==> config.mk <==
export PLATFORM = sky130hd
export DESIGN_NAME = seven_seg_mux
export DESIGN_NICKNAME = d
export VERILOG_FILES = /design/src/rtl/seven_seg_mux.sv
export SDC_FILE = /design/constraint.sdc
export NUM_CORES = 1
export LEC_CHECK = 0
export ABC_CLOCK_PERIOD_IN_PS = 1900
export CORE_ASPECT_RATIO = 1.5
export CORE_UTILIZATION = 51
export CTS_BUF_LIST = sky130_fd_sc_hd__clkbuf_4 sky130_fd_sc_hd__clkbuf_8
export DETAILED_ROUTE_END_ITERATION = 16
export PLACE_DENSITY = 0.85
export RECOVER_POWER = 100
export SLEW_MARGIN = 10
export SYNTH_ARGS = -nofsm -noshare
export SYNTH_HDL_FRONTEND = slang
export SYNTH_SLANG_ARGS = --single-unit
==> constraint.sdc <==
create_clock -name clk -period 1.9 [get_ports clk]
set_clock_uncertainty 0.2 [all_clocks]
set_input_delay 0.57 -clock clk [delete_from_list [all_inputs] [get_ports clk]]
set_output_delay 0.57 -clock clk [all_outputs]
set_load 0.01 [all_outputs]
==> src/rtl/seven_seg_mux.sv <==
// rtl/seven_seg_mux.sv - time-multiplexed seven-segment driver with per-frame input snapshot
// Scans NUM_DIGITS digits with dwell/dead time; all outputs are registered.
module seven_seg_mux #(
  parameter int NUM_DIGITS       = 2,
  parameter int REFRESH_DIV      = 24000,
  parameter int DEAD_CYCLES      = 2,
  parameter int LZS              = 0,
  parameter int ANODE_ACTIVE_LOW = 1
) (
  input  logic                    clk,
  input  logic                    reset,
  input  logic                    en,
  input  logic [4*NUM_DIGITS-1:0] digits,
  input  logic [NUM_DIGITS-1:0]   dp_in,
  input  logic [NUM_DIGITS-1:0]   blank,
  output logic [6:0]              seg,
  output logic                    dp,
  output logic [NUM_DIGITS-1:0]   anode,
  output logic                    frame_start
);

  localparam int CW = $clog2(REFRESH_DIV);
  localparam int IW = (NUM_DIGITS > 1) ? $clog2(NUM_DIGITS) : 1;
  localparam logic [CW-1:0] CNT_LAST = CW'(REFRESH_DIV - 1);
  localparam logic [CW-1:0] CNT_DEAD = CW'(DEAD_CYCLES);
  localparam logic [IW-1:0] IDX_LAST = IW'(NUM_DIGITS - 1);
  localparam logic [NUM_DIGITS-1:0] ANODE_OFF = (ANODE_ACTIVE_LOW != 0) ? {NUM_DIGITS{1'b1}} : '0;

  logic [CW-1:0]           cnt;
  logic [IW-1:0]           idx;
  logic [4*NUM_DIGITS-1:0] shadow_digits;
  logic [NUM_DIGITS-1:0]   shadow_dp;
  logic [NUM_DIGITS-1:0]   shadow_blank;

  logic [3:0]            nib [NUM_DIGITS];
  logic [NUM_DIGITS-1:0] eff_blank;
  logic [NUM_DIGITS-1:0] sel;
  logic                  all_zero;
  logic                  lit;

  function automatic logic [6:0] decode(input logic [3:0] n);
    case (n)
      4'h0: decode = 7'b1000000;
      4'h1: decode = 7'b1111001;
      4'h2: decode = 7'b0100100;
      4'h3: decode = 7'b0110000;
      4'h4: decode = 7'b0011001;
      4'h5: decode = 7'b0010010;
      4'h6: decode = 7'b0000010;
      4'h7: decode = 7'b1111000;
      4'h8: decode = 7'b0000000;
      4'h9: decode = 7'b0011000;
      4'ha: decode = 7'b0001000;
      4'hb: decode = 7'b0000011;
      4'hc: decode = 7'b1000110;
      4'hd: decode = 7'b0100001;
      4'he: decode = 7'b0000110;
      default: decode = 7'b0001110;
    endcase
  endfunction

  // Walk from the most significant digit down; an explicitly blanked digit counts as zero.
  always_comb begin
    all_zero  = 1'b1;
    eff_blank = '0;
    for (int i = NUM_DIGITS - 1; i >= 0; i--) begin
      nib[i]       = shadow_digits[4*i +: 4];
      all_zero     = all_zero & (shadow_blank[i] | (nib[i] == 4'd0));
      eff_blank[i] = shadow_blank[i] | ((LZS != 0) && (i > 0) && all_zero);
    end
    sel      = '0;
    sel[idx] = 1'b1;
    lit      = en && (cnt >= CNT_DEAD) && !eff_blank[idx];
  end

  always_ff @(posedge clk) begin
    if (!reset) begin
      cnt           <= '0;
      idx           <= '0;
      shadow_digits <= '0;
      shadow_dp     <= '0;
      shadow_blank  <= '1;
      seg           <= 7'b1111111;
      dp            <= 1'b1;
      anode         <= ANODE_OFF;
      frame_start   <= 1'b0;
    end else begin
      frame_start <= en && (cnt == CW'(1)) && (idx == '0);
      if (lit) begin
        anode <= ANODE_OFF ^ sel;
        seg   <= decode(nib[idx]);
        dp    <= ~shadow_dp[idx];
      end else begin
        anode <= ANODE_OFF;
        seg   <= 7'b1111111;
        dp    <= 1'b1;
      end
      if (en) begin
        if ((cnt == '0) && (idx == '0)) begin
          shadow_digits <= digits;
          shadow_dp     <= dp_in;
          shadow_blank  <= blank;
        end
        if (cnt == CNT_LAST) begin
          cnt <= '0;
          idx <= (idx == IDX_LAST) ? '0 : idx + 1'b1;
        end else begin
          cnt <= cnt + 1'b1;
        end
      end
    end
  end

endmodule
==> flow_metrics.py, run 1 <==
metrics = {
    "synth": {
        "async_reset_ff_share_pct": 0,
        "synth_top_area_cell": "dfxtp_1",
        "seq_area_frac_synth_pct": 40.5,
        "syn_inst": 215,
        "ys.flop_type": "dfxtp_1",
        "synth_seq_cells": 39,
        "synthesis.area_sq_um": 1930,
        "synth_edf_count": 0,
        "postSynthAreaPerCell_sq_um": 8.96,
        "yosys-top-cells-count": "39 x dfxtp_1, 34 x nand2_1, 24 x nor2_1",
        "synth.most_common_cell": "dfxtp_1",
        "synth_top_area_share_pct": 40.5,
        "syn_nets": 239,
        "synthTopCellsByArea": "dfxtp_1 41%, mux2i_1 8.8%, nand2_1 6.6%",
        "ys_types": 38,
        "yosysWarnings": 0,
    },
    "route": {
        "num_vias": 1667,
        "drtAntennaViolNets": 0,
        "drt_iter0_drc": 27,
        "via_per_inst": 5.45,
        "wl_per_cell_um": 13.0,
        "drt-total-wl_um": 3990,
        "drt_pass1_iterations": 4,
        "drc_errors": 0,
    },
    "setup_path": {
        "startpoint_type": "flop",
        "slowest_stage": "dfxtp_1",
        "critical_path.cell_chain": "nor4_2 -> nand4_1 -> nor3_2 -> buf_6 -> mux2i_1",
        "criticalPathCategory": "flop to flop",
        "arrival_ns": 1.86,
        "crit_path_max_incr_delay_ns": 0.38,
        "critPathMaxFanout": 8,
        "worst-path-buf-inv": 1,
        "critPathRequiredTime_ns": 1.89,
        "endpoint_kind": "flop",
        "crit_family": "simple AND/OR/NAND/NOR gates",
        "rrSetupSlack_ns": 0.04,
    },
    "global_route": {
        "grt_max_degree": 17,
        "grt.total_usage_pct": 21.3,
        "grt_pass1_wl_um": 6420,
        "overflow": 0,
        "grt_pass1_vias": 1628,
        "antenna_found_initial": 0,
    },
    "place": {
        "placed_cell_area_sq_um": 2400,
        "io_buffers": 25,
        "placed_cells": 298,
        "hpwl_um": 2870,
        "gp_congestion": 0.861,
    },
    "final_layout": {
        "diodes": 0,
        "stdcell_count": 306,
        "syn_to_final_growth_pct": 32.0,
        "fin_area_sq_um": 2540,
        "drive_gt1_share_pct": 19.4,
        "nNetsFinal": 287,
    },
    "worst_hold_path": {
        "holdCritPathClass": "flop to flop",
    },
    "timing": {
        "hold_viol_final": 0,
        "drv_slew": 0,
        "period_needed_ns": 1.86,
        "min_period_over_period_pct": 98.1,
        "slew_headroom_pct": 76.7,
        "setup_viol": 0,
        "worstMarginPinSlew_ns": 0.345,
        "fmax_mhz": 537,
    },
    "die": {
        "die_y_um": 77.3,
        "die_x_um": 52.2,
        "ios": 26,
        "core_sq_um": 3650,
        "die_area_sq_um": 4030,
        "row_count": 27,
        "initial_core_util_pct": 52.8,
    },
    "run": {
        "drv_cap": 0,
    },
    "power": {
        "powerDensity_nw_per_um2": 704,
        "cellLeakagePower_uw": 0.000964,
        "ir_drop_mv": 0.681,
        "p_total_uw": 1790,
    },
    "clock_tree": {
        "htreeDepth": 2,
        "path_clk_slew_ns": 0.08,
        "clock-root-buffer": "clkbuf_8",
        "cts_tree": "done",
        "cts_hold_buffers": 0,
        "cts.sinks": 39,
        "clockBufferDepth": 2,
        "cts-buffers-inserted": 5,
        "insertion_delay_ns": 0.29,
    },
    "outcome": {
        "status": "completed",
    },
}
metal layers:
layer / routed length (um) / track usage (%) / up-vias
met5: 0 / 0 / -
met4: 95 / 10.8 / 0
met3: 139 / 6.15 / 10
met2: 2150 / 38.3 / 36
met1: 1600 / 21.0 / 794
li1: - / - / 827
through the flow:
step | setup slack, ns | utilization (%) | hold slack [ns] | setup TNS, ns
floorplan | 0.00193 | - | 0.231 | 0
global placement | -0.495 | 65.9 | 0.244 | -14.06
detailed placement | -0.542 | 65.9 | 0.247 | -15.84
CTS | 0.00160 | 69.1 | 0.263 | 0
global route | -0.0661 | 69.7 | 0.295 | -0.0767
finish | 0.0364 | 69.7 | 0.264 | 0
cell families (layout without fill, tap and decap cells):
family,count (synthesis),after routing,synth area share [%]
buf+inv,16,64,4.42
fa+ha+maj,9,9,5.85
flops,39,39,40.5
mux,21,21,11.2
compound gates,18,18,7.34
xor+xnor,13,13,5.91
simple gates,99,99,24.8
cell usage in the layout, fill, tap and decap left out, drive strengths merged, types with 5 or more instances in the layout:
cell            n
nand4           5
ha              9
clkdlybuf4s50  13
buf            24
nor4            6
xnor2          10
dlygate4sd2     7
mux2i          17
dfxtp          39
inv             6
nor3           10
nand3          10
nand2          34
nor2           24
clkbuf          8
worst register-to-register path: cells and delay by family (launching register included):
kind          cells  cell delay (ns)
mux               1             0.26
flops             1             0.38
buf+inv           1             0.19
simple gates      3             0.73
sequential cells by signal, indices dropped and copies added, names as in the netlist:
| register | cells |
|---|---|
| anode | 2 |
| cnt | 15 |
| dp | 1 |
| eff_blank | 2 |
| frame_start | 1 |
| idx | 1 |
| seg | 7 |
| shadow_digits | 8 |
| shadow_dp | 2 |
area by class of cell:
| class | instances | area, sq um |
|---|---|---|
| Sequential cell | 39 | 785 |
| Inverter | 6 | 22.5 |
| Clock buffer | 5 | 68.8 |
| Clock inverter | 2 | 37.5 |
| Multi-Input combinational cell | 160 | 1120 |
| Tap cell | 43 | 53.8 |
| Fill cell | 281 | 1110 |
| Timing Repair Buffer | 51 | 454 |
worst paths after layout:
kind                                         end  depth (start not counted)         start
worst max-delay path            shadow_digits[2]                          5        cnt[4]
worst min-delay path                shadow_dp[0]                          2  shadow_dp[0]
worst max register to register  shadow_digits[2]                          5        cnt[4]
worst min register to register      shadow_dp[0]                          2  shadow_dp[0]
power breakdown:
group,internal (uW),leakage (uW),switching [uW]
clock network,384,0.0000502,285
registers,844,0.000318,17.5
logic,135,0.000595,126
total,1360,0.000964,428
what timing repair did:
action,in CTS,in global routing
gates resized for setup,12,12
pin swaps,0,3
setup buffers,0,1
setup endpoints to repair,37,30
No activity file was read; power rests on OpenSTA's default activity.
==> run 2, diff against run 1 <==
--- a/config.mk
+++ b/config.mk
@@ -9,6 +9,7 @@
 export CORE_ASPECT_RATIO = 1.5
 export CORE_UTILIZATION = 51
 export CTS_BUF_LIST = sky130_fd_sc_hd__clkbuf_4 sky130_fd_sc_hd__clkbuf_8
+export CTS_CLUSTER_DIAMETER = 100
 export DETAILED_ROUTE_END_ITERATION = 16
 export PLACE_DENSITY = 0.85
 export RECOVER_POWER = 100
==> results of run 2 <==
Final layout, timing and power as in run 1 (identical DEF).
